## config.mk

```make
export PLATFORM = sky130hd
export DESIGN_NAME = arb2_8
export DESIGN_NICKNAME = d
export VERILOG_FILES = /design/src/rtl/arb2_pkg.sv /design/src/rtl/mux2_8.sv /design/src/rtl/arb2_8.sv
export SDC_FILE = /design/constraint.sdc
export NUM_CORES = 1
export LEC_CHECK = 0
export BUFFER_PORTS_ARGS = -buffer_cell sky130_fd_sc_hd__buf_2
export CAP_MARGIN = 10
export CORE_AREA = 2 2 49 85
export DETAILED_ROUTE_END_ITERATION = 7
export DIE_AREA = 0 0 51 87
export GPL_TIMING_DRIVEN = 0
export SLEW_MARGIN = 0
export SYNTH_ARGS = -nofsm -noshare
export SYNTH_HDL_FRONTEND = slang
export SYNTH_HIERARCHICAL = 1
export SYNTH_SLANG_ARGS = --single-unit
```

## constraint.sdc

```tcl
create_clock -name clk -period 4.5 [get_ports clk]
set_input_delay 0.675 -clock clk [delete_from_list [all_inputs] [get_ports clk]]
set_output_delay 0.675 -clock clk [all_outputs]
set_load 0.005 [all_outputs]
```

## src/rtl/arb2_pkg.sv

```systemverilog
// arb2_pkg: shared constants and types for the arb2_8 arbiter.
//   ARB2_W      - datapath width; fixed by the 8-bit mux2_8
//   ARB2_CW_DEF - default width of the transfer counter
//   last_t      - channel granted most recently (round-robin state)
package arb2_pkg;

  localparam int ARB2_W      = 8;
  localparam int ARB2_CW_DEF = 16;

  typedef enum logic {
    LAST0 = 1'b0,
    LAST1 = 1'b1
  } last_t;

endpackage

```

## src/rtl/mux2_8.sv

```systemverilog
// mux2_8: 8-bit 2:1 combinational mux.
// Ports:
//   d0, d1 - data inputs
//   s      - select (0 -> d0, 1 -> d1)
//   y      - selected data
module mux2_8
  import arb2_pkg::*;
(
  input  logic [ARB2_W-1:0] d0,
  input  logic [ARB2_W-1:0] d1,
  input  logic              s,
  output logic [ARB2_W-1:0] y
);

  assign y = s ? d1 : d0;

endmodule

```

## src/rtl/arb2_8.sv

```systemverilog
// arb2_8: two-channel 8-bit valid/ready arbiter driving a registered output slot.
// Picks at most one producer per cycle, steers its byte through mux2_8 and holds it
// in a one-entry output register. Counts completed output handshakes (wrapping).
// Build option: define ARB2_RR_EN for round-robin tie-break; otherwise channel 0
// always wins a tie and no last-grant state is built.
// Ports:
//   clk                 - clock, rising edge
//   reset               - synchronous, active-low reset
//   d0/d0_valid/d0_ready - channel 0 producer handshake
//   d1/d1_valid/d1_ready - channel 1 producer handshake
//   y/y_valid/y_ready   - registered output handshake
//   y_src               - channel that supplied the current y
//   xfer_cnt            - completed output handshakes, wrapping
module arb2_8
  import arb2_pkg::*;
#(
  parameter int W  = ARB2_W,
  parameter int CW = ARB2_CW_DEF
) (
  input  logic          clk,
  input  logic          reset,
  input  logic [W-1:0]  d0,
  input  logic          d0_valid,
  output logic          d0_ready,
  input  logic [W-1:0]  d1,
  input  logic          d1_valid,
  output logic          d1_ready,
  output logic [W-1:0]  y,
  output logic          y_valid,
  input  logic          y_ready,
  output logic          y_src,
  output logic [CW-1:0] xfer_cnt
);

  if (W != ARB2_W) begin : g_w_chk
    $error("arb2_8: W must be 8 to match mux2_8");
  end

  logic [W-1:0]  r_y;
  logic          r_y_valid;
  logic          r_y_src;
  logic [CW-1:0] r_cnt;
  logic          r_s;       // last driven select, held while no channel is valid

  logic          w_ld;
  logic          w_gnt;
  logic          w_tie_gnt;
  logic          w_in_hs;
  logic          w_out_hs;
  logic [W-1:0]  w_mux_y;

`ifdef ARB2_RR_EN
  last_t r_last;

  // Tie goes to the channel not granted most recently.
  assign w_tie_gnt = (r_last == LAST0);

  always_ff @(posedge clk) begin
    if (!reset) begin
      r_last <= LAST1;
    end else if (w_in_hs) begin
      r_last <= w_gnt ? LAST1 : LAST0;
    end
  end
`else
  assign w_tie_gnt = 1'b0;
`endif

  assign w_ld = !r_y_valid || y_ready;

  always_comb begin
    w_gnt = r_s;
    if (d0_valid && d1_valid) begin
      w_gnt = w_tie_gnt;
    end else if (d0_valid) begin
      w_gnt = 1'b0;
    end else if (d1_valid) begin
      w_gnt = 1'b1;
    end
  end

  // Readies are masked during reset so no byte is accepted while state is clearing.
  assign d0_ready = reset && w_ld && !w_gnt && d0_valid;
  assign d1_ready = reset && w_ld &&  w_gnt && d1_valid;

  assign w_in_hs  = d0_ready || d1_ready;
  assign w_out_hs = r_y_valid && y_ready;

  mux2_8 u_mux (
    .d0 (d0),
    .d1 (d1),
    .s  (w_gnt),
    .y  (w_mux_y)
  );

  always_ff @(posedge clk) begin
    if (!reset) begin
      r_y       <= '0;
      r_y_valid <= 1'b0;
      r_y_src   <= 1'b0;
      r_cnt     <= '0;
      r_s       <= 1'b0;
    end else begin
      r_s <= w_gnt;
      if (w_in_hs) begin
        r_y       <= w_mux_y;
        r_y_src   <= w_gnt;
        r_y_valid <= 1'b1;
      end else if (y_ready) begin
        r_y_valid <= 1'b0;
      end
      if (w_out_hs) begin
        r_cnt <= r_cnt + CW'(1);
      end
    end
  end

  assign y        = r_y;
  assign y_valid  = r_y_valid;
  assign y_src    = r_y_src;
  assign xfer_cnt = r_cnt;

endmodule

```

# Word level (Yosys, flattened, before mapping)
# Index checks and enable logic that the tools add are counted.
[classes]
reduce_logical = 12
n_mux = 6
add_sub_neg = 1
[op_table]
columns = ["operator", "n"]
rows = [
  ["$add 16x1->16 const B", 1],
  ["$mux 8", 1],
  ["$logic_and 1x1->1", 7],
  ["$mux 1", 5],
  ["$logic_not 1->1", 2],
  ["$logic_or 1x1->1", 2],
  ["$reduce_bool 2->1", 1],
]
[totals]
out_inout_bits = 28
register_bits = 27
elab_cells = 24

# Longest topological paths before layout
# Gate-level depths: netlist of the first run.
[logic_depth]
word_depth = 8
depth_mapped = 6
ltp_nobuf = 5

# Hierarchy
# The synthesis of the first run kept the hierarchy.
[by_module_without_submodules]
columns = ["mod", "seq_area_each_um2", "cells_per_inst", "instances", "area_each_um2"]
rows = [
  ["arb2_8", 540.5, 124, 1, 1128.6],
  ["mux2_8", 0.0, 9, 1, 131.4],
]

# Least setup slack after synthesis of the first run
# Ideal clock, no wire load.
[synth_path]
path_type = "input to output"
startpoint = "input y_ready"
endpoint = "output d0_ready"
slack_ns = 2.655
n_path_buf = 0
t_required_ns = 3.825
arrival_ns = 1.170
cell_stages = 2
path_cell_list = "or2b_2 > and3_1"
[synth_between]
elab_chain_cells = 4
[synth_rtl]
columns = ["item", "line", "source"]
rows = [
  ["start: declaration", "arb2_8.sv:30", "input logic y_ready,"],
  ["$logic_or 1x1->1", "arb2_8.sv:69", "assign w_ld = !r_y_valid || y_ready;"],
  ["$logic_and 1x1->1 (3 in series)", "arb2_8.sv:83", "assign d0_ready = reset && w_ld && !w_gnt && d0_valid;"],
  ["end: declaration", "arb2_8.sv:24", "output logic d0_ready,"],
]
# No other way between the ends.

# Worst setup path in the final report of the first run
# Ends and elaborated chain as after synthesis.

==> results of run 1 <==
-- cell usage after synthesis (all sizes together) (2+ instances only) --
| cell type | count |
|---|---|
| buf | 2 |
| nor4 | 3 |
| o21ai | 3 |
| xnor2 | 8 |
| inv | 5 |
| nand2 | 11 |
| nand3 | 4 |
| or3 | 4 |
| mux2i | 11 |
| clkbuf | 3 |
| nand2b | 3 |
| dfxtp | 27 |
| nor3 | 4 |
| a21oi | 5 |
| nor2 | 20 |
| nand4 | 3 |
| mux2 | 8 |
-- worst register-to-register path: stages (launching register included) --
cell     delay [ns]
dfxtp_1        0.41
ha_1           0.19
nand3_2        0.16
or3_4          0.42
or3_1          0.35
a21oi_1        0.14
-- sequential cells by signal (all words and copies together) (netlist names) --
register,count
xfer_cnt,16
y,8
r_s,1
y_src,1
y_valid,1
-- final timing paths --
path / start / slack (ns) / cells after the start / end
setup reg to reg: xfer_cnt[0] / 2.79 / 5 / xfer_cnt[12]
setup / recovery: y_ready / 2.37 / 4 / d0_ready
hold / removal: y_src / 0.45 / 2 / y_src
hold reg to reg: y_src / 0.45 / 2 / y_src
-- routing by layer --
layer  up-vias  track usage, %  routed length [um]
met5         -               0                   0
met4         0            6.63                  57
met3         5            2.06                 161
met2        37            24.7                1410
met1       482            13.3                1040
li1        556               -                   -
-- power breakdown --
group	switching (W)	leakage (nW)	total, W	internal, W
Clock	0.0000790	0.0255	0.000141	0.0000623
Sequential	0.00000450	0.219	0.000251	0.000246
Combinational	0.0000238	0.509	0.0000549	0.0000311
-- layout make-up --
cell class	instances	area share [%]
buffer	5	1.71
clock buffer	3	2.57
clock inverter	1	0.312
inverter	5	1.17
multi-input combinational	96	41.9
sequential	27	33.6
tap	48	3.74
timing repair buffer	48	15.0
-- stage by stage --
stage | cell area [um2] | cells
2_1_floorplan | 1260 | 133
3_3_place_gp | 1560 | 229
3_5_place_dp | 1560 | 229
4_1_cts | 1610 | 233
5_1_grt | 1610 | 233
6_report | 1610 | 233
-- cell families (layout without fill, tap and decap cells) --
family	after synthesis	in the layout	share of synthesized area [%]
simple gates	57	57	23.5
fa+ha+maj	1	1	0.993
xor+xnor	9	9	6.26
buf+inv	10	62	3.67
mux	19	19	18.3
flops	27	27	42.9
compound gates	10	10	4.37
==> results.yml, run 1 <==
outcome:
  status: "finished clean"
synth:
  synthCells: 133
  yosys_most_used_dff: "dfxtp_1"
  yosysTopAreaCell: "dfxtp_1"
  seq_area_frac_synth_pct: 42.9
  synth-seq-cells: 27
  async_flop_share_pct: 0
  yosysTopAreaCellShare_pct: 42.9
  netlist_area_um2: 1260
  synthTopCellsByArea: "dfxtp_1, mux2_4, mux2i_1"
  synth_fp_nets: 155
  synth_cell_type_count: 31
  synth_edf_count: 0
  postSynthAreaPerCell_um2: 9.47
  ys_warn_count: 6
pwr:
  irDropWorstVdd_uv: 176
  p_leak_nw: 0.754
  power_w: 0.000447
  powerDensity_nw_per_um2: 278
critical_path:
  critPathBufInv: 2
  cpPeakStageDelay_ns: 0.32
  critPathCaptureType: "primary output"
  cpMostUsedCell: "buf_2"
  worstPathArrival_ns: 1.45
  cp.required_ns: 3.83
  worstPathMaxFanout: 5
  worstPathCellList: "buf_2 -> or2b_2 -> and3_1 -> buf_2"
  start_kind: "input port"
  cp_slowest_cell: "or2b_2"
  worstSetupPathType: "input port to primary output"
  crit_family: "simple AND/OR/NAND/NOR gates"
drt:
  ant_nets: 0
  drt_first_pass_iters: 4
  vias: 1080
  routed_wirelength_mm: 2.67
  vias_per_cell: 4.64
  drc: 0
  drtIter0Drc: 10
  routedWlPerCell_um: 11.5
floorplan:
  die_w_um: 51
  start_util_pct: 33.2
  core_area_um2: 3790
  io_pins: 49
  die_h_um: 87
  dieArea_um2: 4440
  rows: 30
cts:
  cts_hold_buf: 0
  clk_pin_slew_worst_paths_ns: 0.09
  cts.sinks: 27
  cts_max_path_buffers: 2
  worstSkewPairLatency_ns: 0.28
  htree_levels: 1
  cts_tree: "done"
  cts_made_buffers: 3
  post_cts_buffers: 0
  cts_root_buf: "clkbuf_8"
  cts_resized: 0
grt:
  antenna_found_initial: 0
  grt_max_degree: 16
  grt_pass1_vias: 1041
  grt_usage_pct: 13.1
  grt_overflow: 0
  grt_pass1_wl_mm: 4.42
sta:
  fmax_ghz: 0.470
  finClkSkew_ns: 0.00918
  rsz0062_at_grt: "no"
  timing.hold.ws_ns: 0.453
  period_needed_ns: 2.13
  worst_slew_margin_rel_pct: 68.2
  hold_viol: 0
  finalSetupViolCount: 0
  fin_setup_tns_ns: 0
  setup_slack_ns: 2.37
  period_share_pct: 47.3
  tightest_slew_ns: 0.477
  maxSlewViolCount: 0
placed_design:
  dpl.hpwl_mm: 2.12
  portBuffers: 48
  pre_cts_ws_ns: 2.36
  place_congestion: 0.657
layout:
  final_nets: 208
  regArea_um2: 541
  fillers: 408
  final_common_cell: "buf_2"
  antenna_cells: 0
  fin_util_pct: 42.4
  multi_input_area_um2: 673
  layout_common_cells: "buf_2, dfxtp_1, nor2_1, mux2i_1, nand2_1"
  drive_gt1_share_pct: 36.2
  syn_to_final_growth_pct: 27.5
run:
  max_cap_violations: 0
min_path:
  hold_class: "flop to flop"
Power figures use the tool's default switching activity.
==> inputs of run 2 (changes only) <==
==> constraint.sdc (replaced) <==
create_clock -name clk -period 1.78 [get_ports clk]
set_input_delay 0.267 -clock clk [delete_from_list [all_inputs] [get_ports clk]]
set_output_delay 0.267 -clock clk [all_outputs]
set_load 0.005 [all_outputs]
==> run 2 against run 1 <==
Effect of this change: clock power rose to 2.5 times the previous value; highest routed layer unchanged; clock skew fell by 0.0021 ns; first-iteration DRC count rose by 10%; via count rose by 0.74%; non-clock buffer count did not move; sequential cell count did not move; design area rose by 0.55%; critical endpoint is now xfer_cnt[12]; hold slack got worse by 0.26 ns; setup slack got worse by 2.3 ns; critical path type is now flop to flop; core utilization rose by 0.23 points.
==> results.yml, run 2 (synthesized netlist as in run 1, its figures left out) <==
grt:
  antenna_found_initial: 0
  grt_usage_pct: 13.1
  grt_overflow: 0
  grt_pass1_vias: 1041
  grt_max_degree: 16
  grt_pass1_wl_mm: 4.42
cts:
  cts.sinks: 27
  cts_root_buf: "clkbuf_8"
  post_cts_buffers: 0
  htree_levels: 1
  worstSkewPairLatency_ns: 0.28
  clk_pin_slew_worst_paths_ns: 0.10
  cts_made_buffers: 3
  cts_tree: "done"
  cts_max_path_buffers: 2
placed_design:
  placed_cells: 229
  place_congestion: 0.657
  portBuffers: 48
  place_area_um2: 1560
  dpl.hpwl_mm: 2.12
layout:
  largest_reg_flops: 16
  final_nets: 208
  fin_cells: 233
  drive_gt1_share_pct: 37.3
  layout_common_cells: "buf_2, dfxtp_1, nor2_1, mux2i_1, nand2_1"
  antenna_cells: 0
  final_common_cell: "buf_2"
  fillers: 411
  design_area_um2: 1620
  fin_util_pct: 42.6
  syn_to_final_growth_pct: 28.2
floorplan:
  io_pins: 49
  start_util_pct: 33.2
  rows: 30
  dieArea_um2: 4440
  core_area_um2: 3790
  die_h_um: 87
  die_w_um: 51
sta:
  fin_setup_tns_ns: 0
  maxSlewViolCount: 0
  tightest_slew_ns: 0.478
  worst_slew_margin_rel_pct: 68.2
  period_share_pct: 93.4
  period_needed_ns: 1.66
  finClkSkew_ns: 0.00706
  timing.hold.ws_ns: 0.193
  hold_viol: 0
  fmax_ghz: 0.602
  finalSetupViolCount: 0
drt:
  vias_per_cell: 4.67
  vias: 1088
  ant_nets: 0
  routedWlPerCell_um: 11.5
  drt_first_pass_iters: 4
  routed_wirelength_mm: 2.69
  drtIter0Drc: 11
  drc: 0
pwr:
  powerDensity_nw_per_um2: 698
  irDropWorstVdd_uv: 446
  p_leak_nw: 0.771
outcome:
  status: "finished clean"
critical_path:
  critPathCaptureType: "flop"
  cp.required_ns: 2.00
  worstPathMaxFanout: 7
  start_kind: "flop"
  worstPathArrival_ns: 1.88
  worstSetupPathType: "flop to flop"
  worstPathCellList: "ha_1 -> nand3_2 -> or3_4 -> or3_1 -> a21oi_1"
  crit_family: "simple AND/OR/NAND/NOR gates"
  cp_slowest_cell: "or3_4"
  cpPeakStageDelay_ns: 0.42
  critPathBufInv: 0
run:
  max_cap_violations: 0
min_path:
  hold_class: "input port to flop"
## run 2: area by class of cell
cell class              count  area (um2)  share of cell area, %
plain buffers               5        27.5                   1.70
multi-input cells          96         679                   42.1
flip-flops and latches     27         543                   33.6
inverters                   5        18.8                   1.16
clock inverters             1        5.00                  0.310
repair buffers             48         240                   14.9
clock buffers               3        41.3                   2.56
well taps                  48        60.1                   3.72
## run 2: metrics by stage
stage	power, W	worst slack (ns)
after global routing	0.00117	-0.00892
final	0.00113	0.118
after detailed placement	0.000789	0.0624
after floorplan	0.000732	0.187
after CTS	0.00114	0.0414
after global placement	0.000787	0.107
## run 2: metal layers
| metal | track usage (%) | vias up | part of all wire (%) | wire length, um |
|---|---|---|---|---|
| li1 | - | 556 | - | - |
| met1 | 13.3 | 488 | 39 | 1040 |
| met2 | 24.7 | 39 | 53 | 1420 |
| met3 | 2.06 | 5 | 6.3 | 168 |
| met4 | 6.63 | 0 | 2.1 | 57 |
| met5 | 0 | - | 0 | 0 |
## run 2: path summary, 6_finish.rpt
path	startpoint	to	slack (ns)	depth (start not counted)
worst max-delay path	xfer_cnt[0]	xfer_cnt[12]	0.12	5
worst min-delay path	d0_valid	r_s	0.19	2
worst max register to register	xfer_cnt[0]	xfer_cnt[12]	0.12	5
worst min register to register	y_src	y_src	0.45	2
## run 2: repair_timing
item                                    4_1_cts  5_1_grt
resized for setup                             0        3
hold buffers                                  0        0
endpoints found under the setup margin        0        3
## run 2: power breakdown
group | internal [W] | total [W] | switching, W
Clock | 0.000157 | 0.000354 | 0.000197
Combinational | 0.0000786 | 0.000139 | 0.0000601
Sequential | 0.000623 | 0.000634 | 0.0000114
Total | 0.000859 | 0.00113 | 0.000268
